$ cat src/rtl/id_ex_if.sv
// id_ex_if: ID/EX boundary bundle (decode fields, forward buses, EX outputs)
// master: pipeline control side driving decode fields, stall/flush and forward buses
// slave : id_ex_stage, returning latched EX fields and the load-use stall request
interface id_ex_if #(
    parameter int DATA_WIDTH = 16,
    parameter int REG_BITS   = 3,
    parameter int OPER_WIDTH = 4
);
    logic                  stall, flush;
    logic                  id_valid;
    logic [DATA_WIDTH-1:0] id_rs_data, id_rt_data, id_imm;
    logic [REG_BITS-1:0]   id_rs, id_rt, id_rd;
    logic                  id_uses_rs, id_uses_rt, id_alu_src;
    logic [OPER_WIDTH-1:0] id_oper;
    logic                  id_invA, id_invB, id_cin, id_sign;
    logic                  id_reg_write, id_mem_read, id_mem_write;
    logic                  exm_reg_write;
    logic [REG_BITS-1:0]   exm_rd;
    logic [DATA_WIDTH-1:0] exm_result;
    logic                  mwb_reg_write;
    logic [REG_BITS-1:0]   mwb_rd;
    logic [DATA_WIDTH-1:0] mwb_result;
    logic                  ex_valid;
    logic [DATA_WIDTH-1:0] ex_InA, ex_InB, ex_store_data;
    logic [OPER_WIDTH-1:0] ex_oper;
    logic                  ex_invA, ex_invB, ex_cin, ex_sign;
    logic [REG_BITS-1:0]   ex_rd;
    logic                  ex_reg_write, ex_mem_read, ex_mem_write;
    logic                  load_use_stall;

    modport master (
        output stall, flush, id_valid, id_rs_data, id_rt_data, id_imm, id_rs, id_rt, id_rd,
               id_uses_rs, id_uses_rt, id_alu_src, id_oper, id_invA, id_invB, id_cin, id_sign,
               id_reg_write, id_mem_read, id_mem_write,
               exm_reg_write, exm_rd, exm_result, mwb_reg_write, mwb_rd, mwb_result,
        input  ex_valid, ex_InA, ex_InB, ex_store_data, ex_oper, ex_invA, ex_invB, ex_cin,
               ex_sign, ex_rd, ex_reg_write, ex_mem_read, ex_mem_write, load_use_stall
    );

    modport slave (
        input  stall, flush, id_valid, id_rs_data, id_rt_data, id_imm, id_rs, id_rt, id_rd,
               id_uses_rs, id_uses_rt, id_alu_src, id_oper, id_invA, id_invB, id_cin, id_sign,
               id_reg_write, id_mem_read, id_mem_write,
               exm_reg_write, exm_rd, exm_result, mwb_reg_write, mwb_rd, mwb_result,
        output ex_valid, ex_InA, ex_InB, ex_store_data, ex_oper, ex_invA, ex_invB, ex_cin,
               ex_sign, ex_rd, ex_reg_write, ex_mem_read, ex_mem_write, load_use_stall
    );
endinterface

$ cat src/rtl/id_ex_stage.sv
// id_ex_stage: ID/EX pipeline register with forwarding, stall/flush and load-use bubbles
// clk, rst : clock and asynchronous active-high reset
// bus      : id_ex_if slave; decode fields and forward buses in, ALU operands/controls out
module id_ex_stage #(
    parameter int DATA_WIDTH = 16,
    parameter int REG_BITS   = 3,
    parameter int OPER_WIDTH = 4
) (
    input logic   clk,
    input logic   rst,
    id_ex_if.slave bus
);
    logic                  v, alu_src, reg_write, mem_read, mem_write;
    logic [DATA_WIDTH-1:0] rs_data, rt_data, imm, fwd_rs, fwd_rt;
    logic [REG_BITS-1:0]   rs, rt, rd;
    logic [OPER_WIDTH-1:0] oper;
    logic                  inv_a, inv_b, cin, sgn, lu;

    // the load in EX leaves on the next edge, so this yields exactly one bubble
    assign lu = v & mem_read & bus.id_valid &
                ((bus.id_uses_rs & (bus.id_rs == rd)) | (bus.id_uses_rt & (bus.id_rt == rd)));

    // EX/MEM is the younger result, so it beats MEM/WB when both match
    always_comb begin
        fwd_rs = (bus.exm_reg_write && bus.exm_rd == rs) ? bus.exm_result :
                 (bus.mwb_reg_write && bus.mwb_rd == rs) ? bus.mwb_result : rs_data;
        fwd_rt = (bus.exm_reg_write && bus.exm_rd == rt) ? bus.exm_result :
                 (bus.mwb_reg_write && bus.mwb_rd == rt) ? bus.mwb_result : rt_data;
    end

    always_ff @(posedge clk or posedge rst) begin
        if (rst) begin
            {v, alu_src, reg_write, mem_read, mem_write} <= '0;
            {rs_data, rt_data, imm} <= '0;
            {rs, rt, rd} <= '0;
            {oper, inv_a, inv_b, cin, sgn} <= '0;
        end else if (bus.flush) begin
            v <= 1'b0;
        end else if (!bus.stall) begin
            v         <= bus.id_valid & ~lu;
            alu_src   <= bus.id_alu_src;
            reg_write <= bus.id_reg_write;
            mem_read  <= bus.id_mem_read;
            mem_write <= bus.id_mem_write;
            rs_data   <= bus.id_rs_data;
            rt_data   <= bus.id_rt_data;
            imm       <= bus.id_imm;
            rs        <= bus.id_rs;
            rt        <= bus.id_rt;
            rd        <= bus.id_rd;
            oper      <= bus.id_oper;
            inv_a     <= bus.id_invA;
            inv_b     <= bus.id_invB;
            cin       <= bus.id_cin;
            sgn       <= bus.id_sign;
        end
    end

    assign bus.ex_valid       = v;
    assign bus.ex_InA         = fwd_rs;
    assign bus.ex_InB         = alu_src ? imm : fwd_rt;
    assign bus.ex_store_data  = fwd_rt;
    assign bus.ex_oper        = oper;
    assign bus.ex_invA        = inv_a;
    assign bus.ex_invB        = inv_b;
    assign bus.ex_cin         = cin;
    assign bus.ex_sign        = sgn;
    assign bus.ex_rd          = rd;
    assign bus.ex_reg_write   = reg_write & v;
    assign bus.ex_mem_read    = mem_read & v;
    assign bus.ex_mem_write   = mem_write & v;
    assign bus.load_use_stall = lu;
endmodule
$ cat src/flat_wrapper.sv
// flat-port wrapper written by rule: the top's interface ports become plain ports
module id_ex_stage_flat 
#(
    parameter int DATA_WIDTH = 16,
    parameter int REG_BITS   = 3,
    parameter int OPER_WIDTH = 4
)
  (clk, rst, bus_stall, bus_flush, bus_id_valid, bus_id_rs_data, bus_id_rt_data, bus_id_imm, bus_id_rs, bus_id_rt, bus_id_rd, bus_id_uses_rs, bus_id_uses_rt, bus_id_alu_src, bus_id_oper, bus_id_invA, bus_id_invB, bus_id_cin, bus_id_sign, bus_id_reg_write, bus_id_mem_read, bus_id_mem_write, bus_exm_reg_write, bus_exm_rd, bus_exm_result, bus_mwb_reg_write, bus_mwb_rd, bus_mwb_result, bus_ex_valid, bus_ex_InA, bus_ex_InB, bus_ex_store_data, bus_ex_oper, bus_ex_invA, bus_ex_invB, bus_ex_cin, bus_ex_sign, bus_ex_rd, bus_ex_reg_write, bus_ex_mem_read, bus_ex_mem_write, bus_load_use_stall);
  id_ex_if #(.DATA_WIDTH(DATA_WIDTH), .REG_BITS(REG_BITS), .OPER_WIDTH(OPER_WIDTH)) bus_i ();
  input logic clk;
  input logic rst;
  input wire logic [$bits(bus_i.stall)-1:0] bus_stall;
  input wire logic [$bits(bus_i.flush)-1:0] bus_flush;
  input wire logic [$bits(bus_i.id_valid)-1:0] bus_id_valid;
  input wire logic [$bits(bus_i.id_rs_data)-1:0] bus_id_rs_data;
  input wire logic [$bits(bus_i.id_rt_data)-1:0] bus_id_rt_data;
  input wire logic [$bits(bus_i.id_imm)-1:0] bus_id_imm;
  input wire logic [$bits(bus_i.id_rs)-1:0] bus_id_rs;
  input wire logic [$bits(bus_i.id_rt)-1:0] bus_id_rt;
  input wire logic [$bits(bus_i.id_rd)-1:0] bus_id_rd;
  input wire logic [$bits(bus_i.id_uses_rs)-1:0] bus_id_uses_rs;
  input wire logic [$bits(bus_i.id_uses_rt)-1:0] bus_id_uses_rt;
  input wire logic [$bits(bus_i.id_alu_src)-1:0] bus_id_alu_src;
  input wire logic [$bits(bus_i.id_oper)-1:0] bus_id_oper;
  input wire logic [$bits(bus_i.id_invA)-1:0] bus_id_invA;
  input wire logic [$bits(bus_i.id_invB)-1:0] bus_id_invB;
  input wire logic [$bits(bus_i.id_cin)-1:0] bus_id_cin;
  input wire logic [$bits(bus_i.id_sign)-1:0] bus_id_sign;
  input wire logic [$bits(bus_i.id_reg_write)-1:0] bus_id_reg_write;
  input wire logic [$bits(bus_i.id_mem_read)-1:0] bus_id_mem_read;
  input wire logic [$bits(bus_i.id_mem_write)-1:0] bus_id_mem_write;
  input wire logic [$bits(bus_i.exm_reg_write)-1:0] bus_exm_reg_write;
  input wire logic [$bits(bus_i.exm_rd)-1:0] bus_exm_rd;
  input wire logic [$bits(bus_i.exm_result)-1:0] bus_exm_result;
  input wire logic [$bits(bus_i.mwb_reg_write)-1:0] bus_mwb_reg_write;
  input wire logic [$bits(bus_i.mwb_rd)-1:0] bus_mwb_rd;
  input wire logic [$bits(bus_i.mwb_result)-1:0] bus_mwb_result;
  output wire logic [$bits(bus_i.ex_valid)-1:0] bus_ex_valid;
  output wire logic [$bits(bus_i.ex_InA)-1:0] bus_ex_InA;
  output wire logic [$bits(bus_i.ex_InB)-1:0] bus_ex_InB;
  output wire logic [$bits(bus_i.ex_store_data)-1:0] bus_ex_store_data;
  output wire logic [$bits(bus_i.ex_oper)-1:0] bus_ex_oper;
  output wire logic [$bits(bus_i.ex_invA)-1:0] bus_ex_invA;
  output wire logic [$bits(bus_i.ex_invB)-1:0] bus_ex_invB;
  output wire logic [$bits(bus_i.ex_cin)-1:0] bus_ex_cin;
  output wire logic [$bits(bus_i.ex_sign)-1:0] bus_ex_sign;
  output wire logic [$bits(bus_i.ex_rd)-1:0] bus_ex_rd;
  output wire logic [$bits(bus_i.ex_reg_write)-1:0] bus_ex_reg_write;
  output wire logic [$bits(bus_i.ex_mem_read)-1:0] bus_ex_mem_read;
  output wire logic [$bits(bus_i.ex_mem_write)-1:0] bus_ex_mem_write;
  output wire logic [$bits(bus_i.load_use_stall)-1:0] bus_load_use_stall;
  assign bus_i.stall = bus_stall;
  assign bus_i.flush = bus_flush;
  assign bus_i.id_valid = bus_id_valid;
  assign bus_i.id_rs_data = bus_id_rs_data;
  assign bus_i.id_rt_data = bus_id_rt_data;
  assign bus_i.id_imm = bus_id_imm;
  assign bus_i.id_rs = bus_id_rs;
  assign bus_i.id_rt = bus_id_rt;
  assign bus_i.id_rd = bus_id_rd;
  assign bus_i.id_uses_rs = bus_id_uses_rs;
  assign bus_i.id_uses_rt = bus_id_uses_rt;
  assign bus_i.id_alu_src = bus_id_alu_src;
  assign bus_i.id_oper = bus_id_oper;
  assign bus_i.id_invA = bus_id_invA;
  assign bus_i.id_invB = bus_id_invB;
  assign bus_i.id_cin = bus_id_cin;
  assign bus_i.id_sign = bus_id_sign;
  assign bus_i.id_reg_write = bus_id_reg_write;
  assign bus_i.id_mem_read = bus_id_mem_read;
  assign bus_i.id_mem_write = bus_id_mem_write;
  assign bus_i.exm_reg_write = bus_exm_reg_write;
  assign bus_i.exm_rd = bus_exm_rd;
  assign bus_i.exm_result = bus_exm_result;
  assign bus_i.mwb_reg_write = bus_mwb_reg_write;
  assign bus_i.mwb_rd = bus_mwb_rd;
  assign bus_i.mwb_result = bus_mwb_result;
  assign bus_ex_valid = bus_i.ex_valid;
  assign bus_ex_InA = bus_i.ex_InA;
  assign bus_ex_InB = bus_i.ex_InB;
  assign bus_ex_store_data = bus_i.ex_store_data;
  assign bus_ex_oper = bus_i.ex_oper;
  assign bus_ex_invA = bus_i.ex_invA;
  assign bus_ex_invB = bus_i.ex_invB;
  assign bus_ex_cin = bus_i.ex_cin;
  assign bus_ex_sign = bus_i.ex_sign;
  assign bus_ex_rd = bus_i.ex_rd;
  assign bus_ex_reg_write = bus_i.ex_reg_write;
  assign bus_ex_mem_read = bus_i.ex_mem_read;
  assign bus_ex_mem_write = bus_i.ex_mem_write;
  assign bus_load_use_stall = bus_i.load_use_stall;
  id_ex_stage #(.DATA_WIDTH(DATA_WIDTH), .REG_BITS(REG_BITS), .OPER_WIDTH(OPER_WIDTH)) u_core (.clk(clk), .rst(rst), .bus(bus_i));
endmodule
$ cat config.mk
export PLATFORM = sky130hd
export DESIGN_NAME = id_ex_stage_flat
export DESIGN_NICKNAME = d
export VERILOG_FILES = /design/src/rtl/id_ex_if.sv /design/src/rtl/id_ex_stage.sv /design/src/flat_wrapper.sv
export SDC_FILE = /design/constraint.sdc
export NUM_CORES = 1
export LEC_CHECK = 0
export ABC_AREA = 1
export ABC_CLOCK_PERIOD_IN_PS = 5200
export CAP_MARGIN = 20
export CORE_ASPECT_RATIO = 0.5
export CORE_UTILIZATION = 40
export CTS_CLUSTER_DIAMETER = 80
export DETAILED_ROUTE_END_ITERATION = 10
export PLACE_DENSITY = 0.8
export SKIP_CTS_REPAIR_TIMING = 1
export SLEW_MARGIN = 10
export SYNTH_ARGS = -nofsm -noshare
export SYNTH_HDL_FRONTEND = slang
export SYNTH_SLANG_ARGS = --single-unit
$ cat constraint.sdc
create_clock -name clk -period 5.2 [get_ports clk]
set_input_delay 0.52 -clock clk [delete_from_list [all_inputs] [get_ports clk]]
set_output_delay 0.52 -clock clk [all_outputs]
set_load 0.05 [all_outputs]
==> results.sh <==
export IMPL_outcome="completed"
export IMPL_r2r_cells=2
export IMPL_setup_violations=0
export IMPL_stdcell_count=905
export IMPL_hold_path_class="flop to flop"
export IMPL_portBuffers=179
export IMPL_hpwl_mm=10.1
export IMPL_drc=0
export IMPL_syn_area_mm2=0.00411
export IMPL_drv_cap=0
export IMPL_dieArea_mm2=0.0107
export IMPL_cts_tree="done"
export IMPL_max_stage_delay_ps=850
export IMPL_peakVddDrop_mv=0.178
export IMPL_worstPathMaxFanout=17
export IMPL_antenna_cells=0
export IMPL_finalPower_mw=2.20
export IMPL_synth_compound_area_share_pct=5.76
export IMPL_syn_num_nets=716
export IMPL_layout_drive_gt1_share_pct=4.16
export IMPL_track_usage_pct=25.6
export IMPL_synth_xor_area_share_pct=1.49
export IMPL_die_h_um=73.6
export IMPL_worstSetupPathType="primary input to primary output"
export IMPL_cts_made_buffers=9
export IMPL_antenna_found_initial=0
export IMPL_rsz0062_at_grt="false"
export IMPL_h_tree_depth=3
export IMPL_drt_antenna_violating_nets=0
export IMPL_yosysUniqueCellTypes=24
export IMPL_tns_ps=0
export IMPL_gr_total_overflow=0
export IMPL_yosysWarningCount=0
export IMPL_critPathCaptureType="primary output"
export IMPL_ys_seq_elements=70
export IMPL_power_frac_comb_pct=41.6
export IMPL_min_period_over_period_pct=69.6
export IMPL_crit_cells=9
export IMPL_fin_ws_ps=1580
export IMPL_routabilityCongestion=0.857
export IMPL_coreArea_mm2=0.00970
export IMPL_viasPerCell=4.83
export IMPL_dp_slack_ps=1600
export IMPL_fin_crit_ps=3620
export IMPL_finalInstanceArea_mm2=0.00623
export IMPL_grt_max_degree=94
export IMPL_vias=4375
export IMPL_power_switching_mw=0.883
export IMPL_holdPathStages=2
export IMPL_power_frac_seq_pct=29.9
export IMPL_maxSlewViolCount=0
export IMPL_placedCellCount=889
export IMPL_clock_latency_ps=330
export IMPL_grt_pass1_wl_mm=21.0
export IMPL_cpMaxStageDelayCell="clkdlybuf4s50_1"
export IMPL_path_cells="clkdlybuf4s50_1 -> inv_1 -> nor2_1 -> nor3_4 -> nand2_4 -> nand2_1 -> nand3_1 -> o21ai_0 -> clkdlybuf4s50_1"
export IMPL_critical_path_required_ps=4680
export IMPL_cp_arrival_ps=3100
export IMPL_wl_per_cell_um=14.8
export IMPL_rows=25
export IMPL_max_freq_mhz=276
export IMPL_avgSynthCellArea_um2=6.84
export IMPL_yosysSeqAreaShare_pct=42.7
export IMPL_grt_pass1_vias=4038
export IMPL_drt_iter0_markers=354
export IMPL_p_leak_nw=3.11
export IMPL_cell_internal_pwr_mw=1.31
export IMPL_syn_inst=600
export IMPL_area_growth_pct=51.8
export IMPL_cts_root_buf="clkbuf_16"
export IMPL_swShare_pct=40.2
export IMPL_hold_violations=0
export IMPL_path_buf_inv=3
export IMPL_clkPwrFrac_pct=28.5
export IMPL_die_x_um=145
export IMPL_cts_sinks=70
export IMPL_io_pins=180
export IMPL_num_nets_final=881
export IMPL_initial_core_util_pct=42.3
export IMPL_crit_top_cell="clkdlybuf4s50_1"
export IMPL_synth_top_family_by_area="simple AND/OR/NAND/NOR gates"
export IMPL_synthAdderAreaFrac_pct=0
export IMPL_clkSlewWorstSetupHoldPaths_ps=60
export IMPL_crit_family="buffers and inverters"
export IMPL_synth_simple_area_share_pct=39.7
export IMPL_cts_buffer_depth=2
export IMPL_fin_skew_ps=2.21
export IMPL_muxShareOfSynthArea_pct=0
export IMPL_p_per_area_mw_per_mm2=353
export IMPL_worstMarginPinSlew_ps=872
export IMPL_start_kind="primary input"
export IMPL_first_pass_iters=6
export IMPL_placed_area_mm2=0.00593
export IMPL_slew_limit_headroom_pct=41.8
export IMPL_wirelength_mm=13.4
-- state kept, by name, indices dropped and copies added, names as in the netlist --
name / flops
u_core.alu_src: 1
u_core.bus.ex_oper: 4
u_core.reg_write: 1
u_core.bus.ex_rd: 3
u_core.bus.ex_sign: 1
u_core.imm: 16
u_core.mem_write: 1
u_core.bus.ex_cin: 1
u_core.bus.ex_invB: 1
u_core.rt_data: 16
u_core.bus.ex_invA: 1
u_core.rs_data: 16
u_core.mem_read: 1
u_core.rs: 3
u_core.bus.ex_valid: 1
u_core.rt: 3
-- kinds of logic (layout without fill, tap and decap cells) --
family,after synthesis,count (layout)
AO/OA/AOI/OAI,45,45
XOR/XNOR,7,7
buffers and inverters,97,267
flip-flops,70,70
AND/OR/NAND/NOR,381,381
-- cell usage in the layout, fill, tap and decap left out, types with 3 or more instances in the layout --
cell,synthesis,routed
nand2_1,264,264
clkdlybuf4s50_1,0,179
nand3_1,81,81
dfrtp_1,70,70
inv_1,65,64
o21ai_0,32,32
and2_1,16,16
o21ai_1,12,12
nor2_1,10,9
clkbuf_16,0,9
xnor2_1,7,7
inv_2,3,4
nor2_4,2,3
inv_6,0,3
buf_4,4,3
-- layer usage --
metal  wire, um  vias up  global-route usage [%]  share of wire (%)
met5          0        -                       0                  0
li1           -     2192                       -                  -
met4        210        0                    6.67                1.6
met1       6300     2009                    35.8                 47
met3        753       32                    5.34                5.6
met2       6090      142                    40.9                 46
-- cell type report --
class / instances / area, um2
clock buffer: 9 / 225
sequential: 70 / 1750
multi-input combinational: 433 / 1930
tap: 135 / 169
inverter: 69 / 259
clock inverter: 7 / 80.1
timing repair buffer: 182 / 1810
fill: 860 / 3460
-- path summary, 6_finish.rpt --
check	end	slack [ps]	from
max in group asynchronous	u_core.rs_data[6]	3860	rst
max	bus_ex_InA[2]	1580	bus_mwb_rd[2]
max reg2reg	u_core.alu_src	3510	u_core.alu_src
min	u_core.bus.ex_oper[3]	470	u_core.bus.ex_oper[3]
min reg2reg	u_core.bus.ex_oper[3]	470	u_core.bus.ex_oper[3]
min in group asynchronous	u_core.bus.ex_cin	780	rst
-- power by group through the flow --
stage	Clock [mW]	Sequential [mW]	Combinational, mW
after CTS	0.638	0.656	0.915
after detailed placement	0	0.665	0.911
after global routing	0.667	0.664	0.972
final	0.627	0.657	0.914
after global placement	0	0.662	0.905
after floorplan	0	0.690	0.550
-- synthesized netlist by cell type --
master | n | area (um2)
buf_1 | 1 | 3.75
nand2_2 | 1 | 6.26
and2_1 | 16 | 100
o21ai_0 | 32 | 160
nand4_1 | 2 | 12.5
nor2_4 | 2 | 22.5
buf_2 | 9 | 45.0
buf_6 | 5 | 56.3
nand2_1 | 264 | 991
o21ai_1 | 12 | 60.1
nand2_4 | 2 | 22.5
nor2_1 | 10 | 37.5
nand3b_1 | 1 | 7.51
inv_2 | 3 | 11.3
nor2_2 | 1 | 6.26
clkbuf_1 | 9 | 33.8
xnor2_1 | 7 | 61.3
nand3_1 | 81 | 405
clkinv_1 | 1 | 3.75
nor3_4 | 1 | 16.3
inv_1 | 65 | 244
a21oi_4 | 1 | 16.3
buf_4 | 4 | 30.0
dfrtp_1 | 70 | 1750
-- worst min-delay path, delay by kind of cell, from the launching register on --
family,cells,cell delay (ps)
DFF,1,340
and+or+nand+nor,2,100
-- per-stage QoR --
stage	hold slack (ps)	utilization [%]
6_report	471	64.3
5_1_grt	483	64.3
3_3_place_gp	454	61.1
3_5_place_dp	458	61.1
4_1_cts	473	64.3
2_1_floorplan	442	-
Note: power is estimated with default switching activity, not from simulation.
